`src/rtl/usb_link_pkg.sv`:
```
// Shared types and constants for the USB receive link controller.
package usb_link_pkg;

    typedef enum logic [1:0] {
        PID_SPECIAL = 2'b00,
        PID_TOKEN   = 2'b01,
        PID_HSK     = 2'b10,
        PID_DATA    = 2'b11
    } pid_type_e;

    typedef enum logic [2:0] {
        ST_IDLE,
        ST_TOKEN,
        ST_HSK,
        ST_DATA,
        ST_DROP
    } state_e;

    localparam logic [2:0] ERR_NONE    = 3'd0;
    localparam logic [2:0] ERR_PID     = 3'd1;
    localparam logic [2:0] ERR_TOKLEN  = 3'd2;
    localparam logic [2:0] ERR_HSKLEN  = 3'd3;
    localparam logic [2:0] ERR_CRC     = 3'd4;
    localparam logic [2:0] ERR_BABBLE  = 3'd5;
    localparam logic [2:0] ERR_TIMEOUT = 3'd6;
    localparam logic [2:0] ERR_RESYNC  = 3'd7;

    localparam logic [15:0] CRC16_POLY  = 16'hA001;
    localparam logic [15:0] CRC16_INIT  = 16'hFFFF;
    localparam logic [15:0] CRC16_RESID = 16'hB001;

    function automatic logic pid_ok(input logic [7:0] b);
        return b[7:4] == ~b[3:0];
    endfunction

    // Keeps the first error cause seen in a cycle.
    function automatic logic [2:0] err_pick(input logic [2:0] cur,
                                            input logic [2:0] nxt);
        return (cur != ERR_NONE) ? cur : nxt;
    endfunction

endpackage

```
`src/rtl/usb_rx_link_ctrl_if.sv`:
```
// PHY-side stream and transaction-layer report bundle of the RX link.
interface usb_rx_link_ctrl_if #(
    parameter int CNT_W = 11
);
    logic             rx_en;
    logic             rx_sop;
    logic             rx_eop;
    logic             rx_valid;
    logic [7:0]       rx_data;
    logic             rx_lt_sop_en;
    logic             rx_lt_eop_en;
    logic             rx_data_on;
    logic             rx_busy;
    logic [3:0]       pid_out;
    logic             pid_valid;
    logic [6:0]       tok_addr;
    logic [3:0]       tok_endp;
    logic             tok_valid;
    logic             hsk_valid;
    logic             data_done;
    logic [CNT_W-1:0] data_len;
    logic             crc_ok;
    logic             err;
    logic [2:0]       err_code;

    modport master (
        output rx_en, rx_sop, rx_eop, rx_valid, rx_data,
        output rx_lt_sop_en, rx_lt_eop_en,
        input  rx_data_on, rx_busy, pid_out, pid_valid,
        input  tok_addr, tok_endp, tok_valid, hsk_valid,
        input  data_done, data_len, crc_ok, err, err_code
    );

    modport slave (
        input  rx_en, rx_sop, rx_eop, rx_valid, rx_data,
        input  rx_lt_sop_en, rx_lt_eop_en,
        output rx_data_on, rx_busy, pid_out, pid_valid,
        output tok_addr, tok_endp, tok_valid, hsk_valid,
        output data_done, data_len, crc_ok, err, err_code
    );
endinterface

```
`src/rtl/usb_crc16_byte.sv`:
```
// One-byte step of the reflected USB CRC16, LSB of the byte first.
module usb_crc16_byte
    import usb_link_pkg::*;
(
    input  logic [15:0] crc_in,
    input  logic [7:0]  data_in,
    output logic [15:0] crc_out
);
    logic [15:0] c;

    always_comb begin
        c = crc_in;
        for (int i = 0; i < 8; i++) begin
            if (c[0] ^ data_in[i]) c = (c >> 1) ^ CRC16_POLY;
            else                   c = c >> 1;
        end
        crc_out = c;
    end
endmodule

```
`src/rtl/usb_rx_link_ctrl.sv`:
```
// USB receive link controller: PID decode, token/handshake/data
// sequencing, CRC16 check and error reporting.
module usb_rx_link_ctrl #(
    parameter int MAX_DATA    = 1023,
    parameter int TIMEOUT_CYC = 16,
    parameter int CNT_W       = 11
) (
    input logic               clk,
    input logic               rst_n,
    usb_rx_link_ctrl_if.slave link
);
    import usb_link_pkg::*;

    localparam int TW = $clog2(TIMEOUT_CYC + 1);
    localparam logic [TW-1:0]    TO_LAST   = TW'(TIMEOUT_CYC - 1);
    localparam logic [CNT_W-1:0] BABBLE_AT = CNT_W'(MAX_DATA + 2);
    localparam logic [CNT_W-1:0] ONE       = CNT_W'(1);
    localparam logic [CNT_W-1:0] TWO       = CNT_W'(2);

    state_e           state_q, state_d;
    logic [3:0]       pid_q, pid_d;
    logic             pid_valid_q, pid_valid_d;
    logic [6:0]       tok_addr_q, tok_addr_d;
    logic [3:0]       tok_endp_q, tok_endp_d;
    logic             endp_lo_q, endp_lo_d;
    logic             tok_valid_q, tok_valid_d;
    logic             hsk_valid_q, hsk_valid_d;
    logic             done_q, done_d;
    logic [CNT_W-1:0] data_len_q, data_len_d;
    logic             crc_ok_q, crc_ok_d;
    logic             err_q, err_d;
    logic [2:0]       err_code_q, err_code_d;
    logic             err_seen_q, err_seen_d;
    logic [CNT_W-1:0] cnt_q, cnt_d;
    logic [15:0]      crc_q, crc_d;
    logic [TW-1:0]    idle_q, idle_d;
    logic             data_on_q, data_on_d;
    logic             on_dly_q;

    logic             beat, sop, eop, pid_good;
    pid_type_e        ptype;
    logic [CNT_W-1:0] cnt_inc;
    logic [15:0]      crc_nxt;
    logic             eval, new_pkt, sop_on, old_fire, new_fire;
    logic [2:0]       old_cause, new_cause;

    usb_crc16_byte u_crc (
        .crc_in  (crc_q),
        .data_in (link.rx_data),
        .crc_out (crc_nxt)
    );

    assign beat     = link.rx_valid;
    assign sop      = beat & link.rx_sop;
    assign eop      = beat & link.rx_eop;
    assign pid_good = pid_ok(link.rx_data);
    assign ptype    = pid_type_e'(link.rx_data[1:0]);
    assign cnt_inc  = cnt_q + ONE;

    always_comb begin
        state_d     = state_q;
        pid_d       = pid_q;
        tok_addr_d  = tok_addr_q;
        tok_endp_d  = tok_endp_q;
        endp_lo_d   = endp_lo_q;
        data_len_d  = data_len_q;
        crc_ok_d    = crc_ok_q;
        err_code_d  = err_code_q;
        cnt_d       = cnt_q;
        crc_d       = crc_q;
        idle_d      = '0;
        pid_valid_d = 1'b0;
        tok_valid_d = 1'b0;
        hsk_valid_d = 1'b0;
        done_d      = 1'b0;
        err_d       = 1'b0;
        old_cause   = ERR_NONE;
        new_cause   = ERR_NONE;
        new_pkt     = 1'b0;
        eval        = 1'b0;
        sop_on      = 1'b0;

        // Receive-stage pulses that disagree with our own framing.
        if (state_q == ST_DATA && link.rx_lt_eop_en && !eop)
            old_cause = err_pick(old_cause, ERR_RESYNC);
        if (state_q != ST_IDLE && link.rx_lt_sop_en &&
            !data_on_q && !on_dly_q)
            old_cause = err_pick(old_cause, ERR_RESYNC);

        if (state_q == ST_IDLE) begin
            eval = sop;
        end else if (!beat) begin
            if (idle_q == TO_LAST) begin
                old_cause = err_pick(old_cause, ERR_TIMEOUT);
                state_d   = ST_IDLE;
            end else begin
                idle_d = idle_q + 1'b1;
            end
        end else if (link.rx_sop) begin
            old_cause = err_pick(old_cause, ERR_RESYNC);
            state_d   = ST_IDLE;
            eval      = 1'b1;
        end else begin
            unique case (state_q)
                ST_TOKEN: begin
                    cnt_d = cnt_inc;
                    if (cnt_inc == ONE) begin
                        tok_addr_d = link.rx_data[6:0];
                        endp_lo_d  = link.rx_data[7];
                        if (eop) begin
                            old_cause = err_pick(old_cause, ERR_TOKLEN);
                            state_d   = ST_IDLE;
                        end
                    end else if (cnt_inc == TWO) begin
                        tok_endp_d = {link.rx_data[2:0], endp_lo_q};
                        if (eop) begin
                            tok_valid_d = 1'b1;
                            state_d     = ST_IDLE;
                        end
                    end else begin
                        old_cause = err_pick(old_cause, ERR_TOKLEN);
                        state_d   = eop ? ST_IDLE : ST_DROP;
                    end
                end
                ST_HSK: begin
                    old_cause = err_pick(old_cause, ERR_HSKLEN);
                    state_d   = eop ? ST_IDLE : ST_DROP;
                end
                ST_DATA: begin
                    cnt_d = cnt_inc;
                    crc_d = crc_nxt;
                    if (eop) begin
                        done_d     = 1'b1;
                        state_d    = ST_IDLE;
                        crc_ok_d   = (cnt_inc >= TWO) &&
                                     (crc_nxt == CRC16_RESID);
                        data_len_d = (cnt_inc >= TWO) ? cnt_inc - TWO : '0;
                        if (!crc_ok_d)
                            old_cause = err_pick(old_cause, ERR_CRC);
                    end else if (cnt_inc > BABBLE_AT) begin
                        old_cause = err_pick(old_cause, ERR_BABBLE);
                        state_d   = ST_DROP;
                    end
                end
                ST_DROP: begin
                    if (eop) state_d = ST_IDLE;
                end
                default: state_d = ST_IDLE;
            endcase
        end

        // SOP decode, shared by IDLE and mid-packet resync.
        if (eval && link.rx_en) begin
            new_pkt = 1'b1;
            cnt_d   = '0;
            crc_d   = CRC16_INIT;
            if (!pid_good) begin
                new_cause = ERR_PID;
                state_d   = eop ? ST_IDLE : ST_DROP;
            end else begin
                if (ptype != PID_SPECIAL) begin
                    pid_d       = link.rx_data[3:0];
                    pid_valid_d = 1'b1;
                end
                unique case (ptype)
                    PID_SPECIAL: state_d = eop ? ST_IDLE : ST_DROP;
                    PID_TOKEN: begin
                        state_d = eop ? ST_IDLE : ST_TOKEN;
                        if (eop) new_cause = ERR_TOKLEN;
                    end
                    PID_HSK: begin
                        state_d     = eop ? ST_IDLE : ST_HSK;
                        hsk_valid_d = eop;
                    end
                    PID_DATA: begin
                        sop_on  = 1'b1;
                        state_d = eop ? ST_IDLE : ST_DATA;
                        if (eop) new_cause = ERR_TOKLEN;
                    end
                endcase
            end
        end

        old_fire = (old_cause != ERR_NONE) && !err_seen_q;
        new_fire = (new_cause != ERR_NONE) && !old_fire;
        err_d    = old_fire | new_fire;
        if (old_fire)      err_code_d = old_cause;
        else if (new_fire) err_code_d = new_cause;
        err_seen_d = new_pkt ? (new_cause != ERR_NONE)
                             : (err_seen_q | (old_cause != ERR_NONE));
        data_on_d  = (state_d == ST_DATA);
    end

    always_ff @(posedge clk or negedge rst_n) begin
        if (!rst_n) begin
            state_q     <= ST_IDLE;
            pid_q       <= '0;
            pid_valid_q <= 1'b0;
            tok_addr_q  <= '0;
            tok_endp_q  <= '0;
            endp_lo_q   <= 1'b0;
            tok_valid_q <= 1'b0;
            hsk_valid_q <= 1'b0;
            done_q      <= 1'b0;
            data_len_q  <= '0;
            crc_ok_q    <= 1'b0;
            err_q       <= 1'b0;
            err_code_q  <= '0;
            err_seen_q  <= 1'b0;
            cnt_q       <= '0;
            crc_q       <= '0;
            idle_q      <= '0;
            data_on_q   <= 1'b0;
            on_dly_q    <= 1'b0;
        end else begin
            state_q     <= state_d;
            pid_q       <= pid_d;
            pid_valid_q <= pid_valid_d;
            tok_addr_q  <= tok_addr_d;
            tok_endp_q  <= tok_endp_d;
            endp_lo_q   <= endp_lo_d;
            tok_valid_q <= tok_valid_d;
            hsk_valid_q <= hsk_valid_d;
            done_q      <= done_d;
            data_len_q  <= data_len_d;
            crc_ok_q    <= crc_ok_d;
            err_q       <= err_d;
            err_code_q  <= err_code_d;
            err_seen_q  <= err_seen_d;
            cnt_q       <= cnt_d;
            crc_q       <= crc_d;
            idle_q      <= idle_d;
            data_on_q   <= data_on_d;
            on_dly_q    <= data_on_q | sop_on;
        end
    end

    assign link.rx_data_on = data_on_q | sop_on;
    assign link.rx_busy    = (state_q != ST_IDLE);
    assign link.pid_out    = pid_q;
    assign link.pid_valid  = pid_valid_q;
    assign link.tok_addr   = tok_addr_q;
    assign link.tok_endp   = tok_endp_q;
    assign link.tok_valid  = tok_valid_q;
    assign link.hsk_valid  = hsk_valid_q;
    assign link.data_done  = done_q;
    assign link.data_len   = data_len_q;
    assign link.crc_ok     = crc_ok_q;
    assign link.err        = err_q;
    assign link.err_code   = err_code_q;

endmodule

```
`src/flat_wrapper.sv`:
```
// flat-port wrapper written by rule: the top's interface ports become plain ports
module usb_rx_link_ctrl_flat import usb_link_pkg::*;
#(
    parameter int MAX_DATA    = 1023,
    parameter int TIMEOUT_CYC = 16,
    parameter int CNT_W       = 11
)
  (clk, rst_n, link_rx_en, link_rx_sop, link_rx_eop, link_rx_valid, link_rx_data, link_rx_lt_sop_en, link_rx_lt_eop_en, link_rx_data_on, link_rx_busy, link_pid_out, link_pid_valid, link_tok_addr, link_tok_endp, link_tok_valid, link_hsk_valid, link_data_done, link_data_len, link_crc_ok, link_err, link_err_code);
  usb_rx_link_ctrl_if #(.CNT_W(CNT_W)) link_i ();
  input logic clk;
  input logic rst_n;
  input wire logic [$bits(link_i.rx_en)-1:0] link_rx_en;
  input wire logic [$bits(link_i.rx_sop)-1:0] link_rx_sop;
  input wire logic [$bits(link_i.rx_eop)-1:0] link_rx_eop;
  input wire logic [$bits(link_i.rx_valid)-1:0] link_rx_valid;
  input wire logic [$bits(link_i.rx_data)-1:0] link_rx_data;
  input wire logic [$bits(link_i.rx_lt_sop_en)-1:0] link_rx_lt_sop_en;
  input wire logic [$bits(link_i.rx_lt_eop_en)-1:0] link_rx_lt_eop_en;
  output wire logic [$bits(link_i.rx_data_on)-1:0] link_rx_data_on;
  output wire logic [$bits(link_i.rx_busy)-1:0] link_rx_busy;
  output wire logic [$bits(link_i.pid_out)-1:0] link_pid_out;
  output wire logic [$bits(link_i.pid_valid)-1:0] link_pid_valid;
  output wire logic [$bits(link_i.tok_addr)-1:0] link_tok_addr;
  output wire logic [$bits(link_i.tok_endp)-1:0] link_tok_endp;
  output wire logic [$bits(link_i.tok_valid)-1:0] link_tok_valid;
  output wire logic [$bits(link_i.hsk_valid)-1:0] link_hsk_valid;
  output wire logic [$bits(link_i.data_done)-1:0] link_data_done;
  output wire logic [$bits(link_i.data_len)-1:0] link_data_len;
  output wire logic [$bits(link_i.crc_ok)-1:0] link_crc_ok;
  output wire logic [$bits(link_i.err)-1:0] link_err;
  output wire logic [$bits(link_i.err_code)-1:0] link_err_code;
  assign link_i.rx_en = link_rx_en;
  assign link_i.rx_sop = link_rx_sop;
  assign link_i.rx_eop = link_rx_eop;
  assign link_i.rx_valid = link_rx_valid;
  assign link_i.rx_data = link_rx_data;
  assign link_i.rx_lt_sop_en = link_rx_lt_sop_en;
  assign link_i.rx_lt_eop_en = link_rx_lt_eop_en;
  assign link_rx_data_on = link_i.rx_data_on;
  assign link_rx_busy = link_i.rx_busy;
  assign link_pid_out = link_i.pid_out;
  assign link_pid_valid = link_i.pid_valid;
  assign link_tok_addr = link_i.tok_addr;
  assign link_tok_endp = link_i.tok_endp;
  assign link_tok_valid = link_i.tok_valid;
  assign link_hsk_valid = link_i.hsk_valid;
  assign link_data_done = link_i.data_done;
  assign link_data_len = link_i.data_len;
  assign link_crc_ok = link_i.crc_ok;
  assign link_err = link_i.err;
  assign link_err_code = link_i.err_code;
  usb_rx_link_ctrl #(.MAX_DATA(MAX_DATA), .TIMEOUT_CYC(TIMEOUT_CYC), .CNT_W(CNT_W)) u_core (.clk(clk), .rst_n(rst_n), .link(link_i));
endmodule
```
`config.mk`:
```
export PLATFORM = sky130hd
export DESIGN_NAME = usb_rx_link_ctrl_flat
export DESIGN_NICKNAME = d
export VERILOG_FILES = /design/src/rtl/usb_link_pkg.sv /design/src/rtl/usb_rx_link_ctrl_if.sv /design/src/rtl/usb_crc16_byte.sv /design/src/rtl/usb_rx_link_ctrl.sv /design/src/flat_wrapper.sv
export SDC_FILE = /design/constraint.sdc
export NUM_CORES = 1
export LEC_CHECK = 0
export CAP_MARGIN = 20
export CORE_AREA = 2 2 117 74
export DETAILED_ROUTE_END_ITERATION = 8
export DIE_AREA = 0 0 119 76
export PLACE_DENSITY = 0.74
export SETUP_SLACK_MARGIN = 0.1
export SLEW_MARGIN = 5
export SYNTH_ARGS = -nofsm -noshare
export SYNTH_HDL_FRONTEND = slang
export SYNTH_HIERARCHICAL = 1
export SYNTH_SLANG_ARGS = --single-unit
```
`constraint.sdc`:
```
create_clock -name clk -period 4.1 [get_ports clk]
set_clock_uncertainty 0.2 [all_clocks]
set_input_delay 0.82 -clock clk [delete_from_list [all_inputs] [get_ports clk]]
set_output_delay 0.82 -clock clk [all_outputs]
set_load 0.05 [all_outputs]
```
==> results.sh, run 1 <==
export IMPL_fin_nets=517
export IMPL_worstHoldPathCells=1
export IMPL_hp_start="u_core/idle_q[0]"
export IMPL_wl_mm=10.1
export IMPL_rsz0062_at_grt="no"
export IMPL_floorplan_initialDensity=0.529
export IMPL_vias_per_cell=5.63
export IMPL_total_leakage_power_nw=2.29
export IMPL_hold_class="register to register"
export IMPL_final_util=0.650
export IMPL_setup_viol=0
export IMPL_drt_iter0_drc=256
export IMPL_hold_violations=0
export IMPL_dpl_hpwl_mm=7.35
export IMPL_dr_max_layer_used="met4"
export IMPL_ys_flop_type="dfrtp_1"
export IMPL_cts_reportedPaths_clkPinSlew_ns=0.05
export IMPL_async_flop_share=1.00
export IMPL_grt_max_degree=39
export IMPL_dr_wl_met3_um=771
export IMPL_port_buffers=52
export IMPL_rrSetupSlack_ns=0.77
export IMPL_netlist_top_cells_area="dfrtp_1, xnor2_1, nand2_1"
export IMPL_avgSynthCellArea_um2=9.69
export IMPL_postCtsHoldBufs=0
export IMPL_grt_usage=0.239
export IMPL_critical_path_class="input port to register"
export IMPL_die_w_um=119
export IMPL_maxSlewHeadroom=0.424
export IMPL_numCtsBuffers=9
export IMPL_total_power_mw=2.53
export IMPL_routedWlPerCell_um=16.5
export IMPL_r2r_cells=11
export IMPL_synthesis_area_um2=4280
export IMPL_synth_top_area_frac=0.432
export IMPL_ant_nets=0
export IMPL_io_pins=53
export IMPL_min_period_ns=3.89
export IMPL_overflow=0
export IMPL_first_global_vias=3249
export IMPL_drcViolationCount=0
export IMPL_outcome="complete, no violations"
export IMPL_tightest_slew_ns=0.863
export IMPL_place_gp_congestion=0.923
export IMPL_power_per_cell_area_nw_per_um2=480
export IMPL_cts_max_level=3
export IMPL_met2_length_mm=4.18
export IMPL_fmax_ghz=0.257
export IMPL_syn_instance_count=442
export IMPL_max_vdd_ir_drop_v=0.000331
export IMPL_finalMaxSlewViolations=0
export IMPL_yosys_area_top_type="dfrtp_1"
export IMPL_r2r_start="u_core/crc_q[4]"
export IMPL_clockRootBuffer="clkbuf_16"
export IMPL_worst_path_max_fanout=2
export IMPL_synth_edff_count=0
export IMPL_coreArea_um2=8100
export IMPL_endpoint_kind="register"
export IMPL_die_h_um=76
export IMPL_dr_pass1_iters=5
export IMPL_n_antenna_cell=0
export IMPL_critPathLaunchType="input port"
export IMPL_syn_nets=464
export IMPL_grt_pass1_wl_mm=16.9
export IMPL_ys_seq_area_frac=0.432
export IMPL_ys_ff_latch=74
export IMPL_via_count=3446
export IMPL_clock_latency_ns=0.34
export IMPL_min_to="u_core/idle_q[0]"
export IMPL_dieArea_um2=9040
export IMPL_r2r_end="u_core/err_seen_q"
export IMPL_yosysWarningCount=6
export IMPL_area_growth_pct=22.9
export IMPL_synth_cell_types=66
export IMPL_antenna_found_initial=0
export IMPL_min_period_over_period=0.948
export IMPL_drive_above_1_share=0.170
export IMPL_maxCapViolCount=0
export IMPL_rows=26
export IMPL_cts_tree="done"
export IMPL_crit_arrival_ns=3.91
export IMPL_wl_met1_mm=5.00
export IMPL_clock_path_buffers=2
export IMPL_cp_data_required_time_ns=4.12
export IMPL_clock_sinks=74
## how the worst max path moves through the flow
stage                              endpoint  cells after the start       startpoint  slack (ns)
after CTS                 u_core/err_seen_q                     12  link_rx_data[3]        0.13
after detailed placement  u_core/err_seen_q                     12  link_rx_data[3]       -0.27
after global placement    u_core/err_seen_q                     12  link_rx_data[3]       -0.10
after floorplan           u_core/err_seen_q                     11  link_rx_data[2]        0.59
final                     u_core/err_seen_q                     12  link_rx_data[3]        0.21
after global routing      u_core/err_seen_q                     12  link_rx_data[4]        0.12
## where the power goes
part / internal, mW / switching [mW] / total (mW)
combinational: 0.443 / 0.448 / 0.891
sequential: 0.817 / 0.0693 / 0.886
clock: 0.457 / 0.292 / 0.749
## worst max-delay path: stages
cell	delay, ns
clkdlybuf4s50_1	0.52
xor2_2	0.24
xnor2_2	0.17
xor3_2	0.51
xnor2_1	0.17
nor4_1	0.34
nand4_1	0.15
nor2_2	0.17
o31ai_4	0.11
a221oi_2	0.33
o21ai_0	0.14
o31a_1	0.25
## routing by layer
metal | GRT usage | up-vias
li1 | - | 1635
met1 | 0.364 | 1675
met2 | 0.321 | 126
met3 | 0.0786 | 10
met4 | 0.0714 | 0
met5 | 0 | -
## synthesized netlist by cell type (all sizes together) (2+ instances only)
cell type,number
inv,11
nor4,10
nand2b,3
o31ai,6
a21oi,9
ha,6
or4,2
and2,3
dfrtp,74
a21bo,3
nand4,6
nor3,11
o21a,2
xnor2,34
xor2,14
nand3b,3
mux2i,3
nor3b,2
clkbuf,17
a21o,2
o31a,3
a211oi,2
a31o,2
a32o,2
buf,17
nor2,46
mux2,14
a22o,6
a31oi,5
o21ai,33
and3,2
or3,2
nand3,13
nand2,58
## kinds of logic after synthesis
kind of cell / count (synthesis) / share of synthesized area
muxes: 17 / 0.0438
buffers and inverters: 45 / 0.0532
xor gates and xnor gates: 50 / 0.111
AOI/OAI and AO/OA: 85 / 0.149
DFF: 74 / 0.432
adders and majority gates: 6 / 0.0175
and+or+nand+nor: 165 / 0.193
## cell type report
| class | instances | area (um2) |
|---|---|---|
| tap | 112 | 140 |
| timing repair buffer | 76 | 718 |
| fill | 622 | 2840 |
| clock inverter | 2 | 10.0 |
| multi-input combinational | 323 | 2230 |
| inverter | 11 | 41.3 |
| sequential | 74 | 1850 |
| clock buffer | 14 | 274 |
## cell usage in the layout, fill, tap and decap left out, types with 3 or more instances in the layout
cell type,n
a21oi_1,8
a22o_1,6
a31oi_1,3
and2_1,3
buf_4,23
clkbuf_16,9
clkbuf_8,3
clkdlybuf4s50_1,50
dfrtp_1,74
ha_1,6
inv_1,11
mux2_2,14
mux2i_1,3
nand2_1,58
nand2b_1,3
nand3_1,12
nand3b_1,3
nand4_1,4
nor2_1,45
nor3_1,8
nor4_1,8
o21ai_0,32
o31ai_1,5
xnor2_1,31
xnor2_2,3
xor2_1,13
## state kept, by name (all words and copies together), names as in the netlist
| register | cells |
|---|---|
| u_core/link.data_done | 1 |
| u_core/crc_q | 16 |
| u_core/link.err_code | 3 |
| u_core/link.tok_addr | 7 |
| u_core/link.pid_out | 4 |
| u_core/link.hsk_valid | 1 |
| u_core/link.err | 1 |
| u_core/link.tok_endp | 4 |
| u_core/data_on_q | 1 |
| u_core/link.pid_valid | 1 |
| u_core/cnt_q | 11 |
| u_core/link.data_len | 11 |
| u_core/state_q | 3 |
| u_core/idle_q | 5 |
| u_core/on_dly_q | 1 |
| u_core/link.crc_ok | 1 |
| u_core/err_seen_q | 1 |
| u_core/link.tok_valid | 1 |
| u_core/endp_lo_q | 1 |
## stage by stage
step / std cells / worst slack [ns] / setup TNS (ns) / cell area, um2 / hold WS (ns)
6_report: 612 / 0.214 / 0 / 5270 / 0.257
5_1_grt: 612 / 0.117 / 0 / 5270 / 0.292
4_1_cts: 611 / 0.125 / 0 / 5240 / 0.261
3_5_place_dp: 595 / -0.266 / -1.01 / 4950 / 0.252
3_3_place_gp: 595 / -0.104 / -0.217 / 4950 / 0.248
2_1_floorplan: 442 / 0.585 / 0 / 4280 / 0.229
## repair_timing
item	CTS	global route
buffers inserted	0	1
gates resized for setup	1	3
pin swaps	0	3
gates cloned	0	0
setup endpoints to repair	2	3
No activity file was read; power rests on OpenSTA's default activity.
==> run 2: changes to the inputs <==
- CAP_MARGIN: 20 -> default
==> results of run 2 <==
The final DEF is identical to that of run 1; final timing and power are the same.
